--- src/rtl/blinky_pkg.sv ---
// Shared types and defaults for the blinker's push-button front end.
// Default tick counts assume a 100 MHz clock (2.5 ms debounce, 250 ms long press).
package blinky_pkg;

  typedef enum logic [1:0] {
    IDLE    = 2'd0,
    PRESSED = 2'd1,
    LONG    = 2'd2
  } t_btn_state;

  localparam int c_default_debounce_ticks   = 250000;
  localparam int c_default_long_press_ticks = 25000000;

endpackage

--- src/rtl/button_control_if.sv ---
// Button pin and blinker control lines between the board side (master) and button_control (slave).
interface button_control_if;

  logic i_button;
  logic o_enable;
  logic o_speed;
  logic o_press_pulse;
  logic o_long_pulse;

  modport master (
    output i_button,
    input  o_enable,
    input  o_speed,
    input  o_press_pulse,
    input  o_long_pulse
  );

  modport slave (
    input  i_button,
    output o_enable,
    output o_speed,
    output o_press_pulse,
    output o_long_pulse
  );

endinterface

--- src/rtl/button_debounce.sv ---
// Two-flop synchronizer followed by a hold-time debouncer: a new level is accepted
// only after the synchronized input has differed from it for c_debounce_ticks cycles.
module button_debounce
  import blinky_pkg::*;
#(
  parameter int c_debounce_ticks = c_default_debounce_ticks
) (
  input  logic i_clock,
  input  logic i_reset_n,
  input  logic i_raw,
  output logic o_level
);

  localparam int c_cnt_w = (c_debounce_ticks > 1) ? $clog2(c_debounce_ticks) : 1;
  localparam logic [c_cnt_w-1:0] c_deb_last = c_cnt_w'(c_debounce_ticks - 1);

  logic               sync1;
  logic               sync2;
  logic [c_cnt_w-1:0] deb_cnt;

  always_ff @(posedge i_clock or negedge i_reset_n) begin
    if (!i_reset_n) begin
      sync1   <= 1'b0;
      sync2   <= 1'b0;
      deb_cnt <= '0;
      o_level <= 1'b0;
    end else begin
      sync1 <= i_raw;
      sync2 <= sync1;
      // Any return to the accepted level restarts the hold window.
      if (sync2 == o_level) begin
        deb_cnt <= '0;
      end else if (deb_cnt == c_deb_last) begin
        o_level <= sync2;
        deb_cnt <= '0;
      end else begin
        deb_cnt <= deb_cnt + 1'b1;
      end
    end
  end

endmodule

--- src/rtl/button_control.sv ---
// Turns a raw push-button into blinker controls: short press toggles o_enable,
// long press toggles o_speed, each with a one-cycle event strobe.
module button_control
  import blinky_pkg::*;
#(
  parameter int c_debounce_ticks   = c_default_debounce_ticks,
  parameter int c_long_press_ticks = c_default_long_press_ticks
) (
  input  logic             i_clock,
  input  logic             i_reset_n,
  button_control_if.slave  bus
);

  localparam int c_hold_w = (c_long_press_ticks > 1) ? $clog2(c_long_press_ticks) : 1;
  localparam logic [c_hold_w-1:0] c_hold_last = c_hold_w'(c_long_press_ticks - 1);

  logic                level;
  t_btn_state          state;
  logic [c_hold_w-1:0] hold_cnt;
  logic                enable;
  logic                speed;
  logic                press_pulse;
  logic                long_pulse;

  button_debounce #(
    .c_debounce_ticks (c_debounce_ticks)
  ) u_debounce (
    .i_clock   (i_clock),
    .i_reset_n (i_reset_n),
    .i_raw     (bus.i_button),
    .o_level   (level)
  );

  always_ff @(posedge i_clock or negedge i_reset_n) begin
    if (!i_reset_n) begin
      state       <= IDLE;
      hold_cnt    <= '0;
      enable      <= 1'b0;
      speed       <= 1'b0;
      press_pulse <= 1'b0;
      long_pulse  <= 1'b0;
    end else begin
      press_pulse <= 1'b0;
      long_pulse  <= 1'b0;
      case (state)
        IDLE: begin
          if (level) begin
            state    <= PRESSED;
            hold_cnt <= '0;
          end
        end
        PRESSED: begin
          // Release is tested first so a release on the threshold cycle stays a short press.
          if (!level) begin
            state       <= IDLE;
            press_pulse <= 1'b1;
            enable      <= ~enable;
          end else if (hold_cnt == c_hold_last) begin
            state      <= LONG;
            long_pulse <= 1'b1;
            speed      <= ~speed;
          end else begin
            hold_cnt <= hold_cnt + 1'b1;
          end
        end
        LONG: begin
          if (!level) begin
            state <= IDLE;
          end
        end
        default: state <= IDLE;
      endcase
    end
  end

  assign bus.o_enable      = enable;
  assign bus.o_speed       = speed;
  assign bus.o_press_pulse = press_pulse;
  assign bus.o_long_pulse  = long_pulse;

endmodule

--- src/flat_wrapper.sv ---
// flat-port wrapper written by rule: the top's interface ports become plain ports
module button_control_flat import blinky_pkg::*;
#(
  parameter int c_debounce_ticks   = c_default_debounce_ticks,
  parameter int c_long_press_ticks = c_default_long_press_ticks
)
  (i_clock, i_reset_n, bus_i_button, bus_o_enable, bus_o_speed, bus_o_press_pulse, bus_o_long_pulse);
  button_control_if bus_i ();
  input  logic i_clock;
  input  logic i_reset_n;
  input wire logic [$bits(bus_i.i_button)-1:0] bus_i_button;
  output wire logic [$bits(bus_i.o_enable)-1:0] bus_o_enable;
  output wire logic [$bits(bus_i.o_speed)-1:0] bus_o_speed;
  output wire logic [$bits(bus_i.o_press_pulse)-1:0] bus_o_press_pulse;
  output wire logic [$bits(bus_i.o_long_pulse)-1:0] bus_o_long_pulse;
  assign bus_i.i_button = bus_i_button;
  assign bus_o_enable = bus_i.o_enable;
  assign bus_o_speed = bus_i.o_speed;
  assign bus_o_press_pulse = bus_i.o_press_pulse;
  assign bus_o_long_pulse = bus_i.o_long_pulse;
  button_control #(.c_debounce_ticks(c_debounce_ticks), .c_long_press_ticks(c_long_press_ticks)) u_core (.i_clock(i_clock), .i_reset_n(i_reset_n), .bus(bus_i));
endmodule
--- config.mk ---
export PLATFORM = sky130hd
export DESIGN_NAME = button_control_flat
export DESIGN_NICKNAME = d
export VERILOG_FILES = /design/src/rtl/blinky_pkg.sv /design/src/rtl/button_control_if.sv /design/src/rtl/button_debounce.sv /design/src/rtl/button_control.sv /design/src/flat_wrapper.sv
export SDC_FILE = /design/constraint.sdc
export NUM_CORES = 1
export LEC_CHECK = 0
export ABC_CLOCK_PERIOD_IN_PS = 3230
export CORE_MARGIN = 8
export CORE_UTILIZATION = 40
export DETAILED_ROUTE_END_ITERATION = 10
export HOLD_SLACK_MARGIN = 0.02
export MAX_ROUTING_LAYER = met4
export PLACE_DENSITY = 0.66
export SLEW_MARGIN = 0
export SYNTH_ARGS = -nofsm -noshare
export SYNTH_HDL_FRONTEND = slang
export SYNTH_SLANG_ARGS = --single-unit
--- constraint.sdc ---
create_clock -name i_clock -period 3.23 [get_ports i_clock]
set_input_delay 0.323 -clock i_clock [delete_from_list [all_inputs] [get_ports i_clock]]
set_output_delay 0.323 -clock i_clock [all_outputs]
set_load 0.1 [all_outputs]
### Yosys cells after proc, flatten, opt, wreduce, memory -nomap -nowiden

Cells that the tools add are included.

| cells by class | value |
|---|---|
| add/subtract/negate cells | 2 |
| equality and inequality tests | 10 |
| multiplexer cells | 16 |
| bitwise logic cells | 4 |
| reduce and logical (&&, ||, !) cells | 7 |

Operators with widths:

| kind | number |
|---|---|
| 25-bit two-way mux | 3 |
| 25-bit case mux with 2 select lines | 1 |
| 18-bit two-way mux | 2 |
| 25-bit by 1-bit adder with 25-bit output (second input constant) | 1 |
| 25-bit == test (second input constant) | 1 |
| 18-bit by 1-bit adder with 18-bit output (second input constant) | 1 |
| 18-bit == test (second input constant) | 1 |
| 2-bit two-way mux | 4 |
| 2-bit != test (second input constant) | 4 |
| 2-bit case mux with 3 select lines | 1 |
| 3-bit AND reduction | 2 |
| 1-bit two-way mux | 5 |
| 1-bit NOT | 4 |
| 2-bit AND reduction | 2 |
| 4-bit AND reduction | 1 |
| 3-bit by 2-bit != test with 1-bit output (second input constant) | 1 |
| 2-bit by 1-bit == test with 1-bit output (second input constant) | 1 |
| 2-bit == test (second input constant) | 1 |
| 2-bit zero test | 1 |
| 2-bit nonzero test | 1 |
| 1-bit == test | 1 |

| storage, ports and cells | value |
|---|---|
| flip-flop bits (word level) | 52 |
| output and inout bits | 4 |
| word-level logic and storage cells | 49 |

### Logic depth before layout (Yosys ltp)

| depth | value |
|---|---|
| depth in word-level cells | 4 |
| mapped depth | 8 |
| depth with buffers taken out | 6 |

### By module

A second synthesis with hierarchy kept.

| unflattened totals | value |
|---|---|
| cells, all modules | 307 |
| area total of the unflattened synthesis | 2981.6 um^2 |

Modules (own cells, without submodules):

| module | instances | cells an instance | area an instance (um^2) | seq. area each (um^2) |
|---|---|---|---|---|
| button_control | 1 | 208 | 1951.9 | 775.7 |
| button_debounce | 1 | 99 | 1029.7 | 525.5 |

### Worst setup path before layout

Ideal clock, no wire load.

| path | value |
|---|---|
| kind | register to register |
| start | register u_core.hold_cnt[0] |
| end | register u_core.hold_cnt[19] |
| setup time | 0.142 ns |
| arrival time | 1.921 ns |
| data required time | 3.088 ns |
| slack | 1.166 ns |
| cell stages (with the launch flop) | 8 |
| path buffers | 2 |
| clock period less this slack | 2.064 ns |
| cells stage by stage | dfrtp_1 -> ha_1 -> nand4_1 -> or3_1 -> o21ai_1 -> buf_2 -> buf_2 -> o221ai_1 |

| on the way | value |
|---|---|
| cells in the longest elaborated chain, start to end | 4 |
| elaborated cells on any way between the ends | 7 |

RTL lines:

| element | RTL line | RTL |
|---|---|---|
| from (decl) | button_control.sv:19 | `logic [c_hold_w-1:0] hold_cnt;` |
| from (signal assigned) | button_control.sv:63 | `hold_cnt <= hold_cnt + 1'b1;` |
| 25-bit by 1-bit adder with 25-bit output | button_control.sv:63 |  |
| 25-bit two-way mux | button_control.sv:58 | `end else if (hold_cnt == c_hold_last) begin` |
| 25-bit two-way mux | button_control.sv:54 | `if (!level) begin` |
| 25-bit case mux with 2 select lines | button_control.sv:45 | `case (state)` |

Several ways; a longest one is shown, not always the timed one. The select of a mux whose other input is x is not followed.
A chain may end at the register's enable or synchronous reset.

### Worst setup path in the final report

| path | value |
|---|---|
| start | register u_core.hold_cnt[0] |
| end | register u_core.hold_cnt[18] |

The elaborated chain is that of the path after synthesis.

==> key figures <==
Outcome
  • Status: completed

Logic synthesis
  • Post-Syn Instances: 283
  • Mean Syn Cell Area: 9.37 sq um
  • Cell area after synthesis: between 2000 and 3000 sq um
  • Top cells by area, synth: dfrtp_1 (49%), nor2_1 (5.0%), nand2_1 (4.5%)
  • Synth warnings: 0
  • Post-synth top area share: between 40% and 50%
  • Number of unique standard cell types used by synthesis: 43
  • Yosys top cell by area: dfrtp_1
  • Syn Nets: approximately 290
  • Flops & latches, synth: 52
  • Sequential share of the synthesized area: 49.1%

Clock tree
  • Clock Sinks: between 50 and 60
  • Root cell of the clock tree: clkbuf_8
  • Post-CTS setup buffer count: 0
  • CTS clk-pin slew, worst paths: 0.10 ns
  • H-tree depth: 2
  • Clock tree buffer depth: 2
  • Num CTS Buffers: 5
  • CTS tree: built
  • Post-CTS sizing: 0
  • Clk Latency, worst-skew pair: 0.31 ns

Worst setup path
  • Critical path arrival: about 2.5 ns
  • Critical path's top delay family: simple AND/OR/NAND/NOR gates
  • Crit path max fanout: 8
  • Worst Setup End Kind: flop
  • Crit path cell chain: ha_1 -> nand4_1 -> nor4_1 -> nand2_1 -> or4_1 -> nand3_1
  • CP max-delay cell: nor4_1
  • Reg2Reg Depth: 6
  • Reg-to-reg startpoint: u_core.hold_cnt[0]$_DFFE_PN0P_
  • CP Launch Type: flop
  • R2R setup slack: ~0.95 ns
  • Reg-to-reg critical path endpoint: u_core.hold_cnt[18]$_DFFE_PN0P_
  • Worst Path Buf+Inv: 0
  • WS Path Type: reg -> reg
  • Crit path required time: 3.48 ns
  • Largest stage delay, worst path: 0.65 ns

Global routing
  • First-pass GRT wire length: around 9.6 mm
  • Gr ovfl total: 0
  • Initial antenna violation count: 0
  • Largest net degree at the start of global routing: 31
  • Total GRT Usage: about 12%
  • Via count of the first global-routing pass: approximately 2100

Route
  • Total number of vias: a little over 2000
  • Drc violations: 0
  • DR iter-0 viols: 50
  • 1st-pass router iterations: 4
  • ANT nets after route: 0
  • WL/cell: ~15 microns
  • Via density: about 5.6
  • Post-Route WL: about 5.4 mm

STA
  • Worst rel slew slack: about a third
  • Layout Skew: between 0.008 and 0.009 ns
  • RSZ-0062 raised after global routing: false
  • Tmin final: about 2.3 ns
  • Setup TNS: 0 ns
  • Final setup violation count: 0
  • Final Max Slew Viols: 0
  • Final Hold Viols: 0
  • Final period utilization: ~71%
  • Slew @ Worst Pin: a little under 1 ns
  • Max Clk Rate: ~440 MHz

Power and ir drop
  • LEAKAGE: approximately 0.0013 uW
  • PwrDens: roughly 370 nW/um^2
  • Peak supply drop: around 0.26 mV

Floorplan
  • Chip width: roughly 100 microns
  • Initial Util: between 40% and 50%
  • Ports: 7
  • Chip Height: between 90 and 100 microns
  • Die area: about 9500 sq um
  • Core ar.: between 6000 and 7000 sq um
  • Row count: 29

Flow run
  • Max-cap viol count: 0

Hold path
  • Hold Path Sink: u_core.u_debounce.sync2$_DFF_PN0_
  • Hold_sp: u_core.u_debounce.sync1$_DFF_PN0_
  • WHS Path Cells: 0
  • HP Class: reg -> reg

Layout
  • Finished Cell Area: just under 3000 sq um
  • Share of layout cells above drive strength 1: ~7%
  • Layout area overhead: 9.30%
  • Fin nets: around 300
  • Ant. Diodes: 0
  • FILL cells: approximately 630

Place
  • GPL Wtd Cong: a little over 0.8
  • Port Buf Inserts: 6
  • DP HPWL: 3.83 mm
  • Placed instance area: ~2800 sq um
-- stage by stage --
step / std cells / setup slack, ns / utilization, % / power, uW / hold WS [ns]
CTS: 369 / 0.967 / 45.4 / 1090 / 0.366
finish: 369 / 0.947 / 45.4 / 1070 / 0.362
global placement: 360 / 1.08 / 43.8 / 694 / 0.338
detailed placement: 360 / 0.976 / 43.8 / 695 / 0.342
global route: 369 / 0.651 / 45.4 / 1120 / 0.375
floorplan: 283 / 1.17 / - / 677 / 0.0274
-- how the worst max path moves through the flow --
stage,to,cells past startpoint,start
after global routing,u_core.hold_cnt[18]$_DFFE_PN0P_,6,u_core.hold_cnt[0]$_DFFE_PN0P_
after detailed placement,u_core.hold_cnt[21]$_DFFE_PN0P_,5,u_core.hold_cnt[2]$_DFFE_PN0P_
final,u_core.hold_cnt[18]$_DFFE_PN0P_,6,u_core.hold_cnt[0]$_DFFE_PN0P_
after CTS,u_core.hold_cnt[2]$_DFFE_PN0P_,7,u_core.hold_cnt[0]$_DFFE_PN0P_
after global placement,u_core.hold_cnt[2]$_DFFE_PN0P_,7,u_core.hold_cnt[0]$_DFFE_PN0P_
after floorplan,u_core.hold_cnt[19]$_DFFE_PN0P_,7,u_core.hold_cnt[0]$_DFFE_PN0P_
-- power by group --
group / internal (uW) / switching (uW)
Clock: 158 / 232
Combinational: 6.13 / 18.3
Sequential: 655 / 2.47
-- Yosys cell counts --
master     count
dfrtp_1       52
nor2_1        35
nand2_1       32
nand3_1       22
o21ai_0       18
xnor2_1       11
nor4_1         9
and3_1         8
inv_1          8
nand4_1        8
xor2_1         8
clkbuf_1       6
mux2i_1        6
nor3_1         5
or4_1          5
buf_2          4
nand2b_1       4
a21oi_1        3
nor2b_1        3
o211ai_1       3
o31ai_1        3
o41ai_1        3
a31oi_1        2
and2_1         2
and4_1         2
ha_1           2
nand3_2        2
nor3b_1        2
a211o_1        1
mux2_2         1
nand2_4        1
nand3b_1       1
nand4bb_1      1
nor4b_1        1
nor4b_4        1
nor4bb_1       1
o21ai_1        1
o221ai_1       1
o311ai_0       1
or2_2          1
or3_1          1
or4b_1         1
or4b_2         1
-- routing by layer --
metal  up-vias  wire [microns]  global-route usage [%]  share of wire, %
li1       1022               -                       -                 -
met1      1000            2540                    14.8                47
met2        40            2570                    19.1                48
met3        11             152                    2.63               2.8
met4         0             104                    3.85               1.9
met5         -               0                       -                 0
-- placed cells by master (no fill, tap or decap), types with 3 or more instances in the layout --
master / n
a21oi_1: 3
o211ai_1: 3
nor2b_1: 3
or4_1: 5
xor2_1: 8
o21ai_0: 18
and3_1: 8
xnor2_1: 11
clkdlybuf4s50_1: 5
nor3_1: 5
nand4_1: 8
o41ai_1: 3
buf_4: 4
nand2b_1: 4
inv_1: 8
mux2i_1: 6
dfrtp_1: 52
nand3_1: 22
nor2_1: 35
clkbuf_8: 5
o31ai_1: 3
nand2_1: 32
nor4_1: 9
-- area by class of cell --
cell class	instances	area, sq um	share of cell area (%)
clock buffers	5	68.8	2.37
clock inverters	3	25.0	0.864
inverters	8	30.0	1.04
multi-input cells	213	1280	44.2
flip-flops and latches	52	1300	44.9
well taps	77	96.3	3.32
repair buffers	11	95.1	3.28
-- state kept, by name, summed over array words and instances (netlist names) --
register / cells
u_core.bus.o_press_pulse: 1
u_core.bus.o_long_pulse: 1
u_core.u_debounce.sync1: 1
u_core.state: 2
u_core.hold_cnt: 25
u_core.bus.o_speed: 1
u_core.u_debounce.deb_cnt: 18
u_core.bus.o_enable: 1
u_core.u_debounce.sync2: 1
u_core.u_debounce.o_level: 1
-- logic make-up (layout without fill, tap and decap cells) --
kind of cell	count (synthesis)	count (layout)	synth area share (%)
AND/OR/NAND/NOR	149	149	30.0
flip-flops	52	52	49.1
AO/OA/AOI/OAI	36	36	8.31
XOR/XNOR	19	19	6.28
buffers and inverters	18	27	2.74
multiplexers	7	7	2.69
adder cells (fa/ha/maj)	2	2	0.944
-- timing repair --
item | 4_1_cts | 5_1_grt
endpoints found under the setup margin | 0 | 0
endpoints found under the hold margin | 22 | 0
hold buffers | 1 | 0
No activity file was read; power rests on OpenSTA's default activity.
